--- src/rtl/srb_chain_cfg_pkg.sv ---
// -----------------------------------------------------------------------------
// srb_pkg
//  Shared definitions for the configurable SRB chain.
//  SRB_DEF_STAGES / SRB_DEF_W : default chain length and data width.
//  srb_word_t                 : valid + data pair held by one stage at the
//                               default width. Stage ports use the same packed
//                               {valid, data} layout, with DATA_W bits of data.
// -----------------------------------------------------------------------------
package srb_pkg;

  localparam int SRB_DEF_STAGES = 12;
  localparam int SRB_DEF_W      = 1;

  typedef struct packed {
    logic                 valid;
    logic [SRB_DEF_W-1:0] data;
  } srb_word_t;

endpackage

--- src/rtl/srb_chain_cfg_if.sv ---
// -----------------------------------------------------------------------------
// srb_chain_cfg_if
//  Bundle of control, data, configuration and observation signals of the SRB
//  chain.
//  master : the block driving the chain (start/flush/data/config/tap_sel).
//  slave  : the chain itself (out_*, tap_*, busy, cfg_pending, depth_o).
// -----------------------------------------------------------------------------
interface srb_chain_cfg_if
  import srb_pkg::*;
#(
  parameter int N_STAGES = SRB_DEF_STAGES,
  parameter int DATA_W   = SRB_DEF_W,
  parameter int SEL_W    = $clog2(N_STAGES),
  parameter int LAT_W    = $clog2(N_STAGES + 1)
) ();

  logic                start;
  logic                flush;
  logic [DATA_W-1:0]   in_data;
  logic                in_valid;
  logic                cfg_load;
  logic [N_STAGES-1:0] cfg_toggle;
  logic [SEL_W-1:0]    tap_sel;

  logic [DATA_W-1:0]   out_data;
  logic                out_valid;
  logic [DATA_W-1:0]   tap_data;
  logic                tap_valid;
  logic                busy;
  logic                cfg_pending;
  logic [LAT_W-1:0]    depth_o;

  modport master (
    output start, flush, in_data, in_valid, cfg_load, cfg_toggle, tap_sel,
    input  out_data, out_valid, tap_data, tap_valid, busy, cfg_pending, depth_o
  );

  modport slave (
    input  start, flush, in_data, in_valid, cfg_load, cfg_toggle, tap_sel,
    output out_data, out_valid, tap_data, tap_valid, busy, cfg_pending, depth_o
  );

endinterface

--- src/rtl/srb_chain_cfg_stage.sv ---
// -----------------------------------------------------------------------------
// srb_stage
//  One DATA_W-bit SRB cell holding a packed {valid, data} word.
//  clk, rst : clock, synchronous active-high reset
//  start    : 1 = load a new word, 0 = hold
//  flush    : clear the valid bit (data follows the start rule)
//  toggle   : 1 = load the shortcut input, 0 = load the previous stage
//  in1      : previous stage word
//  in2      : chain input word (shortcut)
//  out      : registered word
// -----------------------------------------------------------------------------
module srb_stage
  import srb_pkg::*;
#(
  parameter int DATA_W = SRB_DEF_W
) (
  input  logic            clk,
  input  logic            rst,
  input  logic            start,
  input  logic            flush,
  input  logic            toggle,
  input  logic [DATA_W:0] in1,
  input  logic [DATA_W:0] in2,
  output logic [DATA_W:0] out
);

  logic [DATA_W:0] word_q, word_d;

  // NOTE: start with a hold default so every path assigns word_d; a missing
  // default in always_comb would infer a latch.
  always_comb begin
    word_d = word_q;
    if (start) word_d = toggle ? in2 : in1;
    if (flush) word_d[DATA_W] = 1'b0;
  end

  // NOTE: state uses non-blocking assignments so every stage samples its
  // neighbour's pre-edge value; blocking here would collapse the shift chain.
  // NOTE: data registers are reset too, so a reset also wipes stale data seen
  // on the tap and output ports.
  always_ff @(posedge clk) begin
    if (rst) word_q <= '0;
    else     word_q <= word_d;
  end

  assign out = word_q;

endmodule

--- src/rtl/srb_chain_cfg.sv ---
// -----------------------------------------------------------------------------
// srb_chain_cfg
//  Chain of N_STAGES SRB cells with per-stage shortcut to the chain input,
//  giving a runtime-selectable latency of 1..N_STAGES.
//  clk, rst : clock, synchronous active-high reset
//  bus      : srb_chain_cfg_if.slave
//    start/flush          advance / invalidate control
//    in_data/in_valid     chain input word
//    cfg_load/cfg_toggle  shortcut configuration request (shadowed)
//    tap_sel              stage observed on tap_data/tap_valid
//    out_data/out_valid   last stage word
//    busy                 any stage valid
//    cfg_pending          a configuration waits for the chain to drain
//    depth_o              active latency
// -----------------------------------------------------------------------------
module srb_chain_cfg
  import srb_pkg::*;
#(
  parameter int N_STAGES = SRB_DEF_STAGES,
  parameter int DATA_W   = SRB_DEF_W,
  parameter int SEL_W    = $clog2(N_STAGES),
  parameter int LAT_W    = $clog2(N_STAGES + 1)
) (
  input  logic           clk,
  input  logic           rst,
  srb_chain_cfg_if.slave bus
);

  logic [DATA_W:0]     in_word;
  logic [DATA_W:0]     stage_q [N_STAGES];
  logic [N_STAGES-1:0] valid_w;
  logic                busy;

  logic [N_STAGES-1:0] toggle_q, toggle_d;
  logic [N_STAGES-1:0] pend_q, pend_d;
  logic                pending_q, pending_d;

  assign in_word = {bus.in_valid, bus.in_data};

  for (genvar i = 0; i < N_STAGES; i++) begin : g_stage
    logic [DATA_W:0] prev_w;
    logic            toggle_w;

    if (i == 0) begin : g_head
      // Stage 0 always takes the chain input; toggle_q[0] has no effect.
      assign prev_w   = in_word;
      assign toggle_w = 1'b0;
    end else begin : g_body
      assign prev_w   = stage_q[i-1];
      assign toggle_w = toggle_q[i];
    end

    srb_stage #(.DATA_W(DATA_W)) u_stage (
      .clk    (clk),
      .rst    (rst),
      .start  (bus.start),
      .flush  (bus.flush),
      .toggle (toggle_w),
      .in1    (prev_w),
      .in2    (in_word),
      .out    (stage_q[i])
    );

    assign valid_w[i] = stage_q[i][DATA_W];
  end

  assign busy = |valid_w;

  // A new configuration only takes effect on an empty chain. While data is in
  // flight it is parked in pend_q (last request wins) and applied on the first
  // edge that sees the chain idle. A direct load on an idle chain supersedes a
  // parked value.
  always_comb begin
    toggle_d  = toggle_q;
    pend_d    = pend_q;
    pending_d = pending_q;
    if (bus.cfg_load) begin
      if (!busy) begin
        toggle_d  = bus.cfg_toggle;
        pending_d = 1'b0;
      end else begin
        pend_d    = bus.cfg_toggle;
        pending_d = 1'b1;
      end
    end else if (pending_q && !busy) begin
      toggle_d  = pend_q;
      pending_d = 1'b0;
    end
  end

  always_ff @(posedge clk) begin
    if (rst) begin
      toggle_q  <= '0;
      pend_q    <= '0;
      pending_q <= 1'b0;
    end else begin
      toggle_q  <= toggle_d;
      pend_q    <= pend_d;
      pending_q <= pending_d;
    end
  end

  // Tap mux driven by tap_sel only; out-of-range selects read as zero.
  always_comb begin
    bus.tap_data  = '0;
    bus.tap_valid = 1'b0;
    for (int i = 0; i < N_STAGES; i++) begin
      if (bus.tap_sel == SEL_W'(i)) begin
        bus.tap_data  = stage_q[i][DATA_W-1:0];
        bus.tap_valid = stage_q[i][DATA_W];
      end
    end
  end

  // The highest shortcut stage k determines latency; bit 0 maps to k = 0,
  // which is the same as no shortcut.
  logic [LAT_W-1:0] high_k;

  always_comb begin
    high_k = '0;
    for (int i = 0; i < N_STAGES; i++) begin
      if (toggle_q[i]) high_k = LAT_W'(i);
    end
  end

  assign bus.depth_o     = LAT_W'(N_STAGES) - high_k;
  assign bus.out_data    = stage_q[N_STAGES-1][DATA_W-1:0];
  assign bus.out_valid   = stage_q[N_STAGES-1][DATA_W];
  assign bus.busy        = busy;
  assign bus.cfg_pending = pending_q;

endmodule

--- src/flat_wrapper.sv ---
// flat-port wrapper written by rule: the top's interface ports become plain ports
module srb_chain_cfg_flat import srb_pkg::*;
#(
  parameter int N_STAGES = SRB_DEF_STAGES,
  parameter int DATA_W   = SRB_DEF_W,
  parameter int SEL_W    = $clog2(N_STAGES),
  parameter int LAT_W    = $clog2(N_STAGES + 1)
)
  (clk, rst, bus_start, bus_flush, bus_in_data, bus_in_valid, bus_cfg_load, bus_cfg_toggle, bus_tap_sel, bus_out_data, bus_out_valid, bus_tap_data, bus_tap_valid, bus_busy, bus_cfg_pending, bus_depth_o);
  srb_chain_cfg_if #(.N_STAGES(N_STAGES), .DATA_W(DATA_W), .SEL_W(SEL_W), .LAT_W(LAT_W)) bus_i ();
  input  logic clk;
  input  logic rst;
  input wire logic [$bits(bus_i.start)-1:0] bus_start;
  input wire logic [$bits(bus_i.flush)-1:0] bus_flush;
  input wire logic [$bits(bus_i.in_data)-1:0] bus_in_data;
  input wire logic [$bits(bus_i.in_valid)-1:0] bus_in_valid;
  input wire logic [$bits(bus_i.cfg_load)-1:0] bus_cfg_load;
  input wire logic [$bits(bus_i.cfg_toggle)-1:0] bus_cfg_toggle;
  input wire logic [$bits(bus_i.tap_sel)-1:0] bus_tap_sel;
  output wire logic [$bits(bus_i.out_data)-1:0] bus_out_data;
  output wire logic [$bits(bus_i.out_valid)-1:0] bus_out_valid;
  output wire logic [$bits(bus_i.tap_data)-1:0] bus_tap_data;
  output wire logic [$bits(bus_i.tap_valid)-1:0] bus_tap_valid;
  output wire logic [$bits(bus_i.busy)-1:0] bus_busy;
  output wire logic [$bits(bus_i.cfg_pending)-1:0] bus_cfg_pending;
  output wire logic [$bits(bus_i.depth_o)-1:0] bus_depth_o;
  assign bus_i.start = bus_start;
  assign bus_i.flush = bus_flush;
  assign bus_i.in_data = bus_in_data;
  assign bus_i.in_valid = bus_in_valid;
  assign bus_i.cfg_load = bus_cfg_load;
  assign bus_i.cfg_toggle = bus_cfg_toggle;
  assign bus_i.tap_sel = bus_tap_sel;
  assign bus_out_data = bus_i.out_data;
  assign bus_out_valid = bus_i.out_valid;
  assign bus_tap_data = bus_i.tap_data;
  assign bus_tap_valid = bus_i.tap_valid;
  assign bus_busy = bus_i.busy;
  assign bus_cfg_pending = bus_i.cfg_pending;
  assign bus_depth_o = bus_i.depth_o;
  srb_chain_cfg #(.N_STAGES(N_STAGES), .DATA_W(DATA_W), .SEL_W(SEL_W), .LAT_W(LAT_W)) u_core (.clk(clk), .rst(rst), .bus(bus_i));
endmodule
--- config.mk ---
export PLATFORM = sky130hd
export DESIGN_NAME = srb_chain_cfg_flat
export DESIGN_NICKNAME = d
export VERILOG_FILES = /design/src/rtl/srb_chain_cfg_pkg.sv /design/src/rtl/srb_chain_cfg_if.sv /design/src/rtl/srb_chain_cfg_stage.sv /design/src/rtl/srb_chain_cfg.sv /design/src/flat_wrapper.sv
export SDC_FILE = /design/constraint.sdc
export NUM_CORES = 1
export LEC_CHECK = 0
export ABC_AREA = 0
export ABC_CLOCK_PERIOD_IN_PS = 2540
export CORE_AREA = 2 2 71 73
export DETAILED_ROUTE_END_ITERATION = 8
export DIE_AREA = 0 0 73 75
export PLACE_DENSITY = 0.89
export SYNTH_ARGS = -nofsm -noshare
export SYNTH_HDL_FRONTEND = slang
export SYNTH_SLANG_ARGS = --single-unit
--- constraint.sdc ---
create_clock -name clk -period 2.54 [get_ports clk]
set_input_delay 0.381 -clock clk [delete_from_list [all_inputs] [get_ports clk]]
set_output_delay 0.381 -clock clk [all_outputs]
set_load 0.005 [all_outputs]
==> Word-level counts from Yosys, hierarchy flattened <==
Cells that the tools add are included.
{ "word_totals": {"latch_bits": 0, "regBits": 49, "wordCells": 100, "n_memories": 0, "input_bits": 23, "ramBits": 0, "rom_bits": 0} }
{ "op_classes": {"n_lt_le_gt_ge": 0, "n_eq_ne": 12, "div_mod_pow": 0, "addsub": 1, "mul": 0, "reduce_logical": 8, "bitwise": 0, "shifts": 0, "n_mux": 52} }
{ "op_table": {"columns": ["op", "count"], "rows": [
  ["12-bit 2-to-1 mux", 3],
  ["1-bit 2-to-1 mux", 28],
  ["2-bit 2-to-1 mux", 13],
  ["4-bit by 3-bit == test with 1-bit output, second input constant", 4],
  ["4-bit == test, second input constant", 4],
  ["4-bit 2-to-1 mux", 4],
  ["3-bit 2-to-1 mux", 4],
  ["12-bit OR reduction", 1],
  ["4-bit by 2-bit == test with 1-bit output, second input constant", 2],
  ["4-bit by 1-bit == test with 1-bit output, second input constant", 1],
  ["4-bit zero test", 1],
  ["2-bit AND reduction", 2],
  ["4-bit subtractor, first input constant", 1],
  ["2-bit != test, second input constant", 1],
  ["2-bit nonzero test", 1],
  ["2-bit OR reduction", 1],
  ["1-bit logical AND", 1],
  ["1-bit zero test", 1]
]} }

==> Longest topological paths before layout <==
Gate-level depths: netlist of run 1.
{ "logic_depth": {"word_depth": 13, "depth_mapped": 6, "depth_no_buf": 6} }

==> Cells and area by module <==
Synthesis of run 1 repeated with hierarchy kept, for this count alone.
{ "unflattened": {"hier_cells": 262, "area_unflattened_um2": 2509.9} }
{ "modules_own_cells": {"columns": ["module", "instances", "area_per_inst_um2", "cells_each"], "rows": [
  ["srb_chain_cfg", 1, 1428.9, 166],
  ["srb_stage", 12, 90.1, 8]
]} }

==> Least setup slack after synthesis of run 1 <==
OpenSTA, ideal clock, no wires.
{ "synth_path": {"path_type": "register to output", "startpoint": "register u_core.toggle_q[2]", "endpoint": "output port bus_depth_o[2]", "path_slack_ns": 0.816, "stages_incl_launch_ff": 7, "path_buffers": 0, "arrival_ns": 1.343, "path_cell_list": "dfxtp_1 -> inv_1 -> a21oi_1 -> o311ai_0 -> a221oi_1 -> ha_1 -> xor2_1"} }
{ "synth_between": {"elab_chain_len": 11} }
{ "synth_rtl": {"columns": ["item", "line_no", "rtl"], "rows": [
  ["from (decl)", "srb_chain_cfg.sv:34", "logic [N_STAGES-1:0] toggle_q, toggle_d;"],
  ["from (signal assigned)", "srb_chain_cfg.sv:97", "toggle_q <= toggle_d;"],
  ["2-bit 2-to-1 mux (2 in a row)", "srb_chain_cfg.sv:122", "if (toggle_q[i]) high_k = LAT_W'(i);"],
  ["3-bit 2-to-1 mux (4 in a row)", "srb_chain_cfg.sv:122", null],
  ["4-bit 2-to-1 mux (4 in a row)", "srb_chain_cfg.sv:122", null],
  ["4-bit subtractor", "srb_chain_cfg.sv:126", "assign bus.depth_o = LAT_W'(N_STAGES) - high_k;"],
  ["to (decl)", "flat_wrapper.sv:26", "output wire logic [$bits(bus_i.depth_o)-1:0] bus_depth_o;"]
]} }
Every way passes these cells.

==> Final worst setup path of run 1 <==
{ "layout_path": {"startpoint": "register u_core.toggle_q[8]", "endpoint": "output port bus_depth_o[3]"} }
{ "layout_between": {"elab_chain_len": 5} }
{ "layout_rtl": {"columns": ["item", "line_no"], "rows": [
  ["4-bit 2-to-1 mux (4 in a row)", "srb_chain_cfg.sv:122"],
  ["4-bit subtractor", "srb_chain_cfg.sv:126"]
]} }
Every way passes these cells.

==> metrics.sh, run 1 <==
YS_TOP_CELLS_BY_AREA='sky130_fd_sc_hd__dfxtp_1, sky130_fd_sc_hd__mux2i_1, sky130_fd_sc_hd__a211oi_1'
PLACE_WORST_SETUP_SLACK_PS=-113.1
CELLPOWERDENSITY_nW_PER_UM2=631.0
CTS_TREE='done'
LAYOUT_SETUP_WS_PS=56.40
DRT-TOTAL-WL_MICRONS=5927
SYNTH-SEQ-AREA-SHARE_PCT=37.26
FMAX_MHz=402.6
MAX-VDD-IR-DROP_mV=0.4046
POST_SYNTH_INST_COUNT=266
SWITCHINGPOWER_mW=0.5870
VIAS=2100
STATUS='complete, no violations'
SETUP_VIOL=0
AREA_LEADER_NETLIST='sky130_fd_sc_hd__dfxtp_1'
CTSHTREEMAXLEVEL=2
FILLCELLCOUNT=351
CP_DATA_REQUIRED_TIME_PS=2160
INITIAL_CORE_UTIL_PCT=54.17
NUM-NETS-FINAL=322
NETLIST.AREA_LEADER.SHARE_PCT=37.26
CLK_ROOT_BUFFER_CELL='sky130_fd_sc_hd__clkbuf_8'
STARTPOINT_TYPE='flop'
CTS-BUFFERS-INSERTED=5
CRIT_TYPE='flop to output pin'
DOMINANT_REGISTER_CELL_IN_THE_SYNTHESIZED_NETLIST='sky130_fd_sc_hd__dfxtp_1'
NETLIST-CELL-TYPE-COUNT=41
WORST_CLOCK_SKEW_PS=6.237
PATH_MAX_FANOUT=4
CTS-ROOT-TO-SINK-BUFFERS=2
POSTROUTEANTENNANETS=0
CLOCK_INSERTION_DELAY_WORST_SKEW_PS=300
MAXIMUM_NUMBER_OF_PINS_ON_ONE_NET_BEFORE_GLOBAL_ROUTE_REPAIR=47
SYNTH.TOP_CELLS.BY_COUNT='sky130_fd_sc_hd__mux2i_1, sky130_fd_sc_hd__dfxtp_1, sky130_fd_sc_hd__nor2_1'
TIMING.SETUP.TNS_PS=0
POSTCTSSETUPREPAIRBUFS=0
CRIT_ARRIVAL_PS=2100
DP_HPWL_MICRONS=3978
POSTSYNTHAREAPERCELL_SQ_UM=9.492
VIAS_PER_CELL=5.966
CLOCK_INPUT_TRANSITION_AT_THE_SEQUENTIAL_CELLS_OF_THE_WORST_SETUP_AND_HOLD_PATHS_PS=80
SINK_COUNT_OF_THE_CLOCK_TREE=47
YOSYSWARNINGCOUNT=0
HOLDCRITPATHCLASS='flop to flop'
SYNTH_EDF_COUNT=0
DESIGN.DIE.AREA_SQ_UM=5475
TOTAL_POWER_OF_THE_FINAL_LAYOUT_mW=1.909
FP.DIEH_MICRONS=75
SHARE_CLK_OF_TOTAL_POWER_PCT=23.9
CORE_AREA_SQ_UM=4661
SYNTHMOSTINSTANTIATEDCELL='sky130_fd_sc_hd__mux2i_1'
DRT-WIRELENGTH-PER-CELL_MICRONS=16.84
MIN_PERIOD_OVER_PERIOD_PCT=97.78
POWER.SHARE.SWITCHING_PCT=30.75
FINAL_LAYOUT_SIZE_SUFFIX_GT1_SHARE_PCT=19.80
GLOBAL_ROUTE.USAGE.TOTAL_PCT=22.46
YS_FF_LATCH=47
FINISH.CELL_COUNT_WITHOUT_FILLERS=352
FINAL-HOLD-VIOLATION-COUNT=0
WORST_PIN_SLEW_PS=428.8
P_LEAK_nW=1.146
PORTBUFFERS=31
RELSLEWSLACK_PCT=71.05
INTERNAL_POWER_mW=1.322
MAXCAPVIOLATIONS=0
ANTENNA_VIOLATIONS_BEFORE_REPAIR=0
SYN-CELL-AREA_SQ_UM=2525
TIMING_MAX_TRANSITION_VIOLATIONS_FINAL=0
ANTENNA_CELLS_INSERTED=0
TOP_LEVEL_PORTS=33
DIE_X_MICRONS=73
POWER.COMBINATIONAL.FRACTION_PCT=30.6
DP_CELLS=344
NUMBER_OF_GLOBAL_ROUTE_VIAS_BEFORE_REPAIR=1984
SYNTH_FP_NETS=290
CRITPATHCAPTURETYPE='output pin'
TIME_THE_WORST_PATH_NEEDS_WITH_I_O_DELAYS_AND_SETUP_PS=2484
PLACEMENTROWS=25
WIRE_LENGTH_OF_THE_FIRST_GLOBAL_ROUTING_PASS_MICRONS=9397
DETAIL_ROUTE.ITER0.VIOLATIONS=176
SYNTH_ASYNC_SR_FLOP_SHARE_PCT=0
OVERFLOW=0
GP_CONGESTION=0.8031
PROPORTION_OF_POWER_DRAWN_BY_FLIP_FLOPS_AND_LATCHES_PCT=45.6
FINAL_CORE_UTILIZATION_PCT=64.91
AREA_GROWTH_SYN_TO_LAYOUT_PCT=19.82
NUMBER_OF_DESIGN_RULE_VIOLATIONS_LEFT_AFTER_DETAIL_ROUTING=0
DRT_PASS1_ITERATIONS=4
## area by class of cell
class | count | area, sq um | area share (%)
multi-input combinational | 187 | 1445 | 47.77
sequential | 47 | 945.9 | 31.27
timing repair buffer | 50 | 452.9 | 14.97
clock buffer | 6 | 82.58 | 2.730
tap | 54 | 67.56 | 2.233
inverter | 7 | 26.28 | 0.8685
clock inverter | 1 | 5.005 | 0.1654
## power by group through the flow
stage               Combinational (mW)  Sequential (mW)  Clock (mW)
global placement                 0.553            0.878           0
detailed placement               0.573            0.880           0
finish                           0.583            0.870       0.456
floorplan                        0.378            0.854           0
global route                     0.629            0.877       0.501
CTS                              0.576            0.865       0.464
## path summary, 6_finish.rpt
path,from,endpoint,slack [ps],cells after the start
max,u_core.toggle_q[8],bus_depth_o[3],60,3
min,u_core.pend_q[10],u_core.pend_q[10],500,2
max reg2reg,u_core.g_stage[0].u_stage.out[1],u_core.toggle_q[1],860,4
min reg2reg,u_core.pend_q[10],u_core.pend_q[10],500,2
## cells by family (layout without fill, tap and decap cells)
family                     Yosys count  count (layout)  synth area share, %
AOI/OAI and AO/OA                   57              57                18.39
xor gates and xnor gates             1               1               0.3469
adders and majority gates            1               1               0.4955
buffers and inverters               32              64                6.095
DFF                                 47              47                37.26
muxes                               54              54                21.46
and+or+nand+nor                     74              74                15.96
## per-stage QoR
| stage | hold WS, ps | area, sq um |
|---|---|---|
| after floorplan | 459.6 | 2525 |
| after global placement | 471.9 | 2910 |
| after detailed placement | 484.8 | 2910 |
| after CTS | 506.1 | 3007 |
| after global routing | 532.7 | 3025 |
| final | 500.9 | 3025 |
## cells in the final DEF, fill, tap and decap left out, drive strengths merged, types with 2 or more instances in the layout
cell type      instances
a31oi                  3
clkbuf                 6
o22ai                  2
buf                   19
dfxtp                 47
clkdlybuf4s50         27
nor2b                  2
a21oi                  4
nand2b                 2
nand3                  2
o311ai                 2
nor2                  53
mux2i                 53
inv                    7
a2111oi                2
a211oi                35
nor4                   4
o21ai                  3
nor3                   3
dlygate4sd2            3
## per-layer routing
metal / GRT usage, % / wire length [microns] / up-vias
met2: 36.94 / 2952 / 53
met3: 4.685 / 260 / 13
met5: 0 / 0 / -
li1: - / - / 1029
met1: 28.41 / 2571 / 1005
met4: 10.29 / 142 / 0
## flip-flops by register name, indices dropped and copies added (netlist names)
register                    count
u_core.pend_q                  11
u_core.g_stage.u_stage.out     24
u_core.toggle_q                11
u_core.bus.cfg_pending          1
## worst max-delay path, stage by stage (launching register included)
cell                              delay (ps)
sky130_fd_sc_hd__dfxtp_1                 370
sky130_fd_sc_hd__or4_1                   600
sky130_fd_sc_hd__a2111oi_2               260
sky130_fd_sc_hd__clkdlybuf4s50_1         570
## what timing repair did
item	CTS	global route
hold buffers	0	0
setup endpoints to repair	5	3
cloned	0	1
resized for setup	11	5
pin swaps	2	1
(Power assumes the default switching activity.)
==> run 2, diff against run 1 <==
--- a/config.mk
+++ b/config.mk
@@ -10,7 +10,8 @@
 export CORE_AREA = 2 2 71 73
 export DETAILED_ROUTE_END_ITERATION = 8
 export DIE_AREA = 0 0 73 75
-export PLACE_DENSITY = 0.89
+export DONT_BUFFER_PORTS = 1
+export PLACE_DENSITY = 0.8
 export SYNTH_ARGS = -nofsm -noshare
 export SYNTH_HDL_FRONTEND = slang
 export SYNTH_SLANG_ARGS = --single-unit
==> metrics.sh, run 2 (synthesized netlist as in run 1, its figures left out) <==
AREA_GROWTH_SYN_TO_LAYOUT_PCT=3.172  # was 19.82%
PORTBUFFERS=0  # was 31
CRIT_SLOWEST_CELL='sky130_fd_sc_hd__dfxtp_1'  # was sky130_fd_sc_hd__or4_1
PATH_DELAY_FAMILY='compound AO/OA/AOI/OAI gates'  # was simple AND/OR/NAND/NOR gates
CORE_AREA_SQ_UM=4661  # unchanged
DRT-WIRELENGTH-PER-CELL_MICRONS=17.16  # was 16.84 microns
TOP_LEVEL_PORTS=33  # unchanged
CTS-ROOT-TO-SINK-BUFFERS=2  # unchanged
FINAL_LAYOUT_SIZE_SUFFIX_GT1_SHARE_PCT=13.20  # was 19.80%
RELSLEWSLACK_PCT=54.75  # was 71.05%
ANTENNA_CELLS_INSERTED=0  # unchanged
ANTENNA_VIOLATIONS_BEFORE_REPAIR=0  # unchanged
CRIT_TYPE='flop to output pin'  # unchanged
CLOCK_INSERTION_DELAY_WORST_SKEW_PS=300  # about the same
WORST_PIN_SLEW_PS=661.7  # was 428.8 ps
MAXCAPVIOLATIONS=0  # unchanged
WORST_PATH_MAX_STAGE_DELAY_PS=460  # was 600 ps
SINK_COUNT_OF_THE_CLOCK_TREE=47  # unchanged
DIE_X_MICRONS=73  # unchanged
MAXIMUM_NUMBER_OF_PINS_ON_ONE_NET_BEFORE_GLOBAL_ROUTE_REPAIR=47  # unchanged
CRIT_ARRIVAL_PS=1910  # was 2100 ps
CTS_TREE='done'  # unchanged
VIAS=1887  # was 2100
DESIGN.DIE.AREA_SQ_UM=5475  # unchanged
LAYOUT.CELLS.MOST_COMMON='sky130_fd_sc_hd__mux2i_1'  # unchanged
POSTROUTEANTENNANETS=0  # unchanged
POSTCTSRESIZEDCELLS=0  # was 11
LARGEST_REGISTER_FF_COUNT=24  # unchanged
GP_CONGESTION=0.7747  # was 0.8031
SETUP_VIOL=0  # unchanged
NUM-NETS-FINAL=273  # was 322
GLOBAL_ROUTE.USAGE.TOTAL_PCT=20.07  # was 22.46%
STARTPOINT_TYPE='flop'  # unchanged
WORST-PATH-STAGES=5  # was 3
POSTCTSSETUPREPAIRBUFS=0  # unchanged
CRITPATHCAPTURETYPE='output pin'  # unchanged
CLOCK_INPUT_TRANSITION_AT_THE_SEQUENTIAL_CELLS_OF_THE_WORST_SETUP_AND_HOLD_PATHS_PS=90  # was 80 ps
INITIAL_CORE_UTIL_PCT=54.17  # unchanged
MOST-COMMON-LAYOUT-CELLS='sky130_fd_sc_hd__mux2i_1, sky130_fd_sc_hd__dfxtp_1, sky130_fd_sc_hd__nor2_1, sky130_fd_sc_hd__a211oi_1'  # was sky130_fd_sc_hd__mux2i_1, sky130_fd_sc_hd__nor2_1, sky130_fd_sc_hd__dfxtp_1, sky130_fd_sc_hd__clkdlybuf4s50_1, sky130_fd_sc_hd__a211oi_1
VIAS_PER_CELL=6.207  # was 5.966
DETAIL_ROUTE.ITER0.VIOLATIONS=163  # was 176
CTS-BUFFERS-INSERTED=5  # unchanged
CLK_ROOT_BUFFER_CELL='sky130_fd_sc_hd__clkbuf_8'  # unchanged
TIME_THE_WORST_PATH_NEEDS_WITH_I_O_DELAYS_AND_SETUP_PS=2291  # was 2484 ps
P_LEAK_nW=0.9302  # was 1.146 nW
RSZ_0062_RAISED_AFTER_GLOBAL_ROUTING='false'
NUMBER_OF_DESIGN_RULE_VIOLATIONS_LEFT_AFTER_DETAIL_ROUTING=0  # unchanged
DRT-TOTAL-WL_MICRONS=5217  # was 5927 microns
FMAX_MHz=436.6  # was 402.6 MHz
OVERFLOW=0  # unchanged
CTS_HOLD_BUF=0  # unchanged
PATH_MAX_FANOUT=4  # unchanged
DP_HPWL_MICRONS=3492  # was 3978 microns
WORST_CLOCK_SKEW_PS=3.763  # was 6.237 ps
MAX-VDD-IR-DROP_mV=0.2698  # was 0.4046 mV
TOTAL_POWER_OF_THE_FINAL_LAYOUT_mW=1.886  # was 1.909 mW
STATUS='complete, no violations'  # unchanged
FINAL.HOLD.WORST_SLACK_PS=132.1  # was 500.9 ps
DRT_PASS1_ITERATIONS=4  # unchanged
FINAL_CORE_UTILIZATION_PCT=55.89  # was 64.91%
CTSHTREEMAXLEVEL=2  # unchanged
CP_CELL_SEQUENCE='a21oi_1 > o311ai_0 > a221oi_1 > ha_1 > xor2_1'  # was or4_1 > a2111oi_2 > clkdlybuf4s50_1
MIN_PERIOD_OVER_PERIOD_PCT=90.18  # was 97.78%
HOLDCRITPATHCLASS='input pin to flop'  # was flop to flop
PLACEMENTROWS=25  # unchanged
CP_DATA_REQUIRED_TIME_PS=2160  # about the same
WORSTREGTOREGCELLS=4  # unchanged
NUMBER_OF_GLOBAL_ROUTE_VIAS_BEFORE_REPAIR=1712  # was 1984
TIMING_MAX_TRANSITION_VIOLATIONS_FINAL=0  # unchanged
CRITICAL_PATH.N_BUFFERS_INVERTERS=0  # was 1
FP.DIEH_MICRONS=75  # unchanged
WIRE_LENGTH_OF_THE_FIRST_GLOBAL_ROUTING_PASS_MICRONS=8576  # was 9397 microns
HOLD-PATH-CELL-COUNT=1  # was 2
SETUP.REG_TO_REG.WORST_SLACK_PS=900  # was 860 ps
FINAL-HOLD-VIOLATION-COUNT=0  # unchanged
TIMING.SETUP.TNS_PS=0  # unchanged
CELLPOWERDENSITY_nW_PER_UM2=724.2  # was 631.0 nW/um^2
[run 2: changes by cell type in the layout (fill, tap and decap cells not counted), moves of 2 or more]
cell and delta:
sky130_fd_sc_hd__buf_4 -16, sky130_fd_sc_hd__bufinv_16 +2, sky130_fd_sc_hd__clkdlybuf4s50_1 -27, sky130_fd_sc_hd__dfxtp_1 +4
sky130_fd_sc_hd__dfxtp_2 -4, sky130_fd_sc_hd__dlygate4sd2_1 -3
[run 2: area by class of cell]
class,instances,area [sq um]
flip-flops and latches,47,940.9
fillers,393,2056
inverters,7,26.28
clock inverters,2,60.06
well taps,54,67.56
multi-input cells,187,1430
clock buffers,6,72.57
repair buffers,1,7.507
[run 2: path summary, 6_finish.rpt]
check	start	endpoint
hold / removal	rst	u_core.toggle_q[10]
hold reg to reg	u_core.pend_q[11]	u_core.pend_q[11]
setup / recovery	u_core.toggle_q[1]	bus_depth_o[2]
setup reg to reg	u_core.g_stage[10].u_stage.out[1]	u_core.toggle_q[1]
[run 2: per-stage QoR]
step / std cells / instance area [sq um] / worst slack, ps
after floorplan: 266 / 2525 / 815.9
after global placement: 296 / 2472 / 611.1
after detailed placement: 296 / 2472 / 597.9
after CTS: 304 / 2605 / 246.2
after global routing: 304 / 2605 / 164.8
final: 304 / 2605 / 249.4
[run 2: metal layers]
metal / track usage, % / share of wire, %
met5: 0 / 0
met4: 7.819 / 1.2
met3: 3.481 / 5.0
met2: 31.53 / 49
met1: 27.60 / 45
[run 2: power breakdown]
part           total (mW)  switching [mW]  internal (mW)  leakage, nW
clock network       0.648           0.254          0.393       0.0654
logic               0.346           0.166          0.180        0.479
registers           0.893          0.0947          0.798        0.386
==> run 3, diff against run 2 <==
--- a/config.mk
+++ b/config.mk
@@ -6,12 +6,12 @@
 export NUM_CORES = 1
 export LEC_CHECK = 0
 export ABC_AREA = 0
-export ABC_CLOCK_PERIOD_IN_PS = 2540
+export ABC_CLOCK_PERIOD_IN_PS = 2100
 export CORE_AREA = 2 2 71 73
 export DETAILED_ROUTE_END_ITERATION = 8
 export DIE_AREA = 0 0 73 75
 export DONT_BUFFER_PORTS = 1
-export PLACE_DENSITY = 0.8
+export PLACE_DENSITY = 0.83
 export SYNTH_ARGS = -nofsm -noshare
 export SYNTH_HDL_FRONTEND = slang
 export SYNTH_SLANG_ARGS = --single-unit
==> constraint.sdc (replaced) <==
create_clock -name clk -period 2.1 [get_ports clk]
set_input_delay 0.315 -clock clk [delete_from_list [all_inputs] [get_ports clk]]
set_output_delay 0.315 -clock clk [all_outputs]
set_load 0.005 [all_outputs]
==> metrics.sh, run 3 (synthesized netlist as in run 1, its figures left out) <==
STATUS='complete, no violations'  # unchanged
WORSTREGTOREGCELLS=4  # unchanged
CORE_AREA_SQ_UM=4661  # unchanged
GP_CONGESTION=0.7857  # was 0.7747
WORST_HOLD_STARTPOINT='rst'  # unchanged
CRIT_ARRIVAL_PS=1690  # was 1910 ps
CRIT_SLOWEST_CELL='sky130_fd_sc_hd__dfxtp_1'  # unchanged
RR_STARTPOINT='u_core.g_stage[8].u_stage.out[1]'  # was u_core.g_stage[10].u_stage.out[1]
TIME_THE_WORST_PATH_NEEDS_WITH_I_O_DELAYS_AND_SETUP_PS=2007
VIAS_PER_CELL=6.173  # was 6.207
CRIT_TYPE='flop to output pin'  # unchanged
RELSLEWSLACK_PCT=67.34  # was 54.75%
PORTBUFFERS=0  # unchanged
CLOCK_INPUT_TRANSITION_AT_THE_SEQUENTIAL_CELLS_OF_THE_WORST_SETUP_AND_HOLD_PATHS_PS=90  # about the same
SHARE_CLK_OF_TOTAL_POWER_PCT=30.5  # was 34.3%
TOTAL_POWER_OF_THE_FINAL_LAYOUT_mW=2.248  # was 1.886 mW
FMAX_MHz=498.4
ANTENNA_VIOLATIONS_BEFORE_REPAIR=0  # unchanged
VIAS=1926  # was 1887
CELLPOWERDENSITY_nW_PER_UM2=839.6  # was 724.2 nW/um^2
SETUP.REG_TO_REG.WORST_SLACK_PS=410  # was 900 ps
GLOBAL_ROUTE.USAGE.TOTAL_PCT=20.43  # was 20.07%
NUMBER_OF_GLOBAL_ROUTE_VIAS_BEFORE_REPAIR=1811  # was 1712
CTS_HOLD_BUF=0  # unchanged
FINAL_LAYOUT_SIZE_SUFFIX_GT1_SHARE_PCT=19.38  # was 13.20%
DESIGN.DIE.AREA_SQ_UM=5475  # unchanged
WIRE_LENGTH_OF_THE_FIRST_GLOBAL_ROUTING_PASS_MICRONS=8597  # was 8576 microns
LARGEST_REGISTER_FF_COUNT=24  # unchanged
MAXCAPVIOLATIONS=0  # unchanged
CLK_ROOT_BUFFER_CELL='sky130_fd_sc_hd__clkbuf_8'  # unchanged
MOST-COMMON-LAYOUT-CELLS='sky130_fd_sc_hd__mux2i_1, sky130_fd_sc_hd__nor2_1, sky130_fd_sc_hd__dfxtp_1, sky130_fd_sc_hd__a211oi_1, sky130_fd_sc_hd__nor2_2'  # was sky130_fd_sc_hd__mux2i_1, sky130_fd_sc_hd__dfxtp_1, sky130_fd_sc_hd__nor2_1, sky130_fd_sc_hd__a211oi_1
HOLD-PATH-CELL-COUNT=1  # unchanged
SETUP_VIOL=0  # unchanged
FP.DIEH_MICRONS=75  # unchanged
ANTENNA_CELLS_INSERTED=0  # unchanged
POSTCTSSETUPREPAIRBUFS=0  # unchanged
NUMBER_OF_DESIGN_RULE_VIOLATIONS_LEFT_AFTER_DETAIL_ROUTING=0  # unchanged
POWER.SHARE.SWITCHING_PCT=28.27  # was 27.30%
CTS_TREE='done'  # unchanged
DP_HPWL_MICRONS=3583  # was 3492 microns
POSTROUTEANTENNANETS=0  # unchanged
SINK_COUNT_OF_THE_CLOCK_TREE=47  # unchanged
CTSHTREEMAXLEVEL=2  # unchanged
DRT-TOTAL-WL_MICRONS=5256  # was 5217 microns
PATH_MAX_FANOUT=4  # unchanged
CLOCK_INSERTION_DELAY_WORST_SKEW_PS=300  # about the same
TIMING_MAX_TRANSITION_VIOLATIONS_FINAL=0  # unchanged
PLACEMENTROWS=25  # unchanged
INITIAL_CORE_UTIL_PCT=54.17  # unchanged
WORST_CLOCK_SKEW_PS=9.965  # was 3.763 ps
DETAIL_ROUTE.ITER0.VIOLATIONS=134  # was 163
DRT-WIRELENGTH-PER-CELL_MICRONS=16.85  # was 17.16 microns
POWER.COMBINATIONAL.FRACTION_PCT=23.0  # was 18.3%
MAX-VDD-IR-DROP_mV=0.3259  # was 0.2698 mV
MAXIMUM_NUMBER_OF_PINS_ON_ONE_NET_BEFORE_GLOBAL_ROUTE_REPAIR=47  # unchanged
CTS-BUFFERS-INSERTED=5  # unchanged
FILLCELLCOUNT=387  # was 393
WORST_PATH_MAX_STAGE_DELAY_PS=470  # was 460 ps
STARTPOINT_TYPE='flop'  # unchanged
REGTOREGENDPOINT='u_core.toggle_q[1]'  # unchanged
OVERFLOW=0  # unchanged
ENDPOINT_OF_THE_WORST_HOLD_TIMING_PATH='u_core.toggle_q[5]'  # was u_core.toggle_q[10]
TIMING.SETUP.TNS_PS=0  # unchanged
SWITCHINGPOWER_mW=0.6355  # was 0.5149 mW
LAYOUT.CELLS.MOST_COMMON='sky130_fd_sc_hd__mux2i_1'  # unchanged
CP_DATA_REQUIRED_TIME_PS=1780  # was 2160 ps
WORST_PIN_SLEW_PS=477.5  # was 661.7 ps
DIE_X_MICRONS=73  # unchanged
INTERNAL_POWER_mW=1.613  # was 1.372 mW
HOLDCRITPATHCLASS='input pin to flop'  # unchanged
AREA.SEQUENTIAL_SQ_UM=945.9  # was 940.9 sq um
TOP_LEVEL_PORTS=33  # unchanged
RSZ_0062_RAISED_AFTER_GLOBAL_ROUTING='false'  # unchanged
CRITPATHCAPTURETYPE='output pin'  # unchanged
CP_CELL_SEQUENCE='buf_4 > inv_1 > a221oi_2 > ha_1 > xor2_1'  # was a21oi_1 > o311ai_0 > a221oi_1 > ha_1 > xor2_1
FINAL-HOLD-VIOLATION-COUNT=0  # unchanged
PROPORTION_OF_POWER_DRAWN_BY_FLIP_FLOPS_AND_LATCHES_PCT=46.5  # was 47.3%
AREA_GROWTH_SYN_TO_LAYOUT_PCT=6.046  # was 3.172%
P_LEAK_nW=0.9756  # was 0.9302 nW
MIN_PERIOD_OVER_PERIOD_PCT=95.55
NUM-NETS-FINAL=281  # was 273
MULTI_INPUT_COMB_AREA_SQ_UM=1453  # was 1430 sq um
DRT_PASS1_ITERATIONS=4  # unchanged
CTS-ROOT-TO-SINK-BUFFERS=2  # unchanged
-- run 3: cell count changes in the layout (fill, tap and decap cells not counted), sizes merged --
cell / delta
buf: +8
bufinv: -1
clkinv: +1
-- run 3: cell type report --
| class | count | area share [%] |
|---|---|---|
| well taps | 54 | 2.523 |
| clock inverters | 2 | 1.308 |
| flip-flops and latches | 47 | 35.33 |
| clock buffers | 6 | 3.084 |
| multi-input cells | 187 | 54.25 |
| inverters | 7 | 0.9813 |
| repair buffers | 9 | 2.523 |
-- run 3: through the flow --
| stage | util [%] | setup slack, ps | hold slack, ps | instance area [sq um] | cells |
|---|---|---|---|---|---|
| after floorplan | - | 441.9 | 459.6 | 2525 | 266 |
| after global placement | 54.34 | 264.7 | 386.7 | 2532 | 304 |
| after detailed placement | 54.34 | 225.6 | 386.4 | 2532 | 304 |
| after CTS | 56.91 | 26.63 | 62.69 | 2653 | 312 |
| after global routing | 57.45 | 1.343 | 42.72 | 2678 | 312 |
| final | 57.45 | 93.45 | 62.37 | 2678 | 312 |
-- run 3: worst max-delay path: cells and delay by family, from the launching register on --
family | cells | cell delay, ps
XOR/XNOR | 1 | 200
adder cells (fa/ha/maj) | 1 | 200
AO/OA/AOI/OAI | 1 | 280
buffers and inverters | 2 | 250
flip-flops | 1 | 470
-- run 3: worst max-delay path by stage --
stage,start,end,slack (ps),depth (start not counted)
after CTS,u_core.toggle_q[10],bus_depth_o[3],30,3
after detailed placement,u_core.toggle_q[1],bus_depth_o[2],230,5
after floorplan,u_core.toggle_q[2],bus_depth_o[2],440,6
after global placement,u_core.toggle_q[1],bus_depth_o[2],260,5
final,u_core.toggle_q[10],bus_depth_o[2],90,5
after global routing,u_core.toggle_q[7],bus_depth_o[2],1,5
-- run 3: routing by layer --
metal | GRT usage (%) | up-vias | wire [microns]
met5 | 0 | - | 0
met4 | 7.407 | 0 | 90
met3 | 5.890 | 10 | 288
met2 | 33.83 | 41 | 2579
met1 | 25.41 | 922 | 2298
li1 | - | 953 | -
-- run 3: repair_timing --
item | in CTS | in global routing
gates cloned | 0 | 0
endpoints found under the setup margin | 3 | 2
resized for setup | 3 | 7
-- run 3: power groups by stage --
stage,Clock (mW),Sequential (mW),Combinational [mW]
floorplan,0,1.03,0.457
global placement,0,1.06,0.484
detailed placement,0,1.06,0.495
CTS,0.697,1.04,0.503
global route,0.739,1.06,0.568
finish,0.686,1.04,0.517
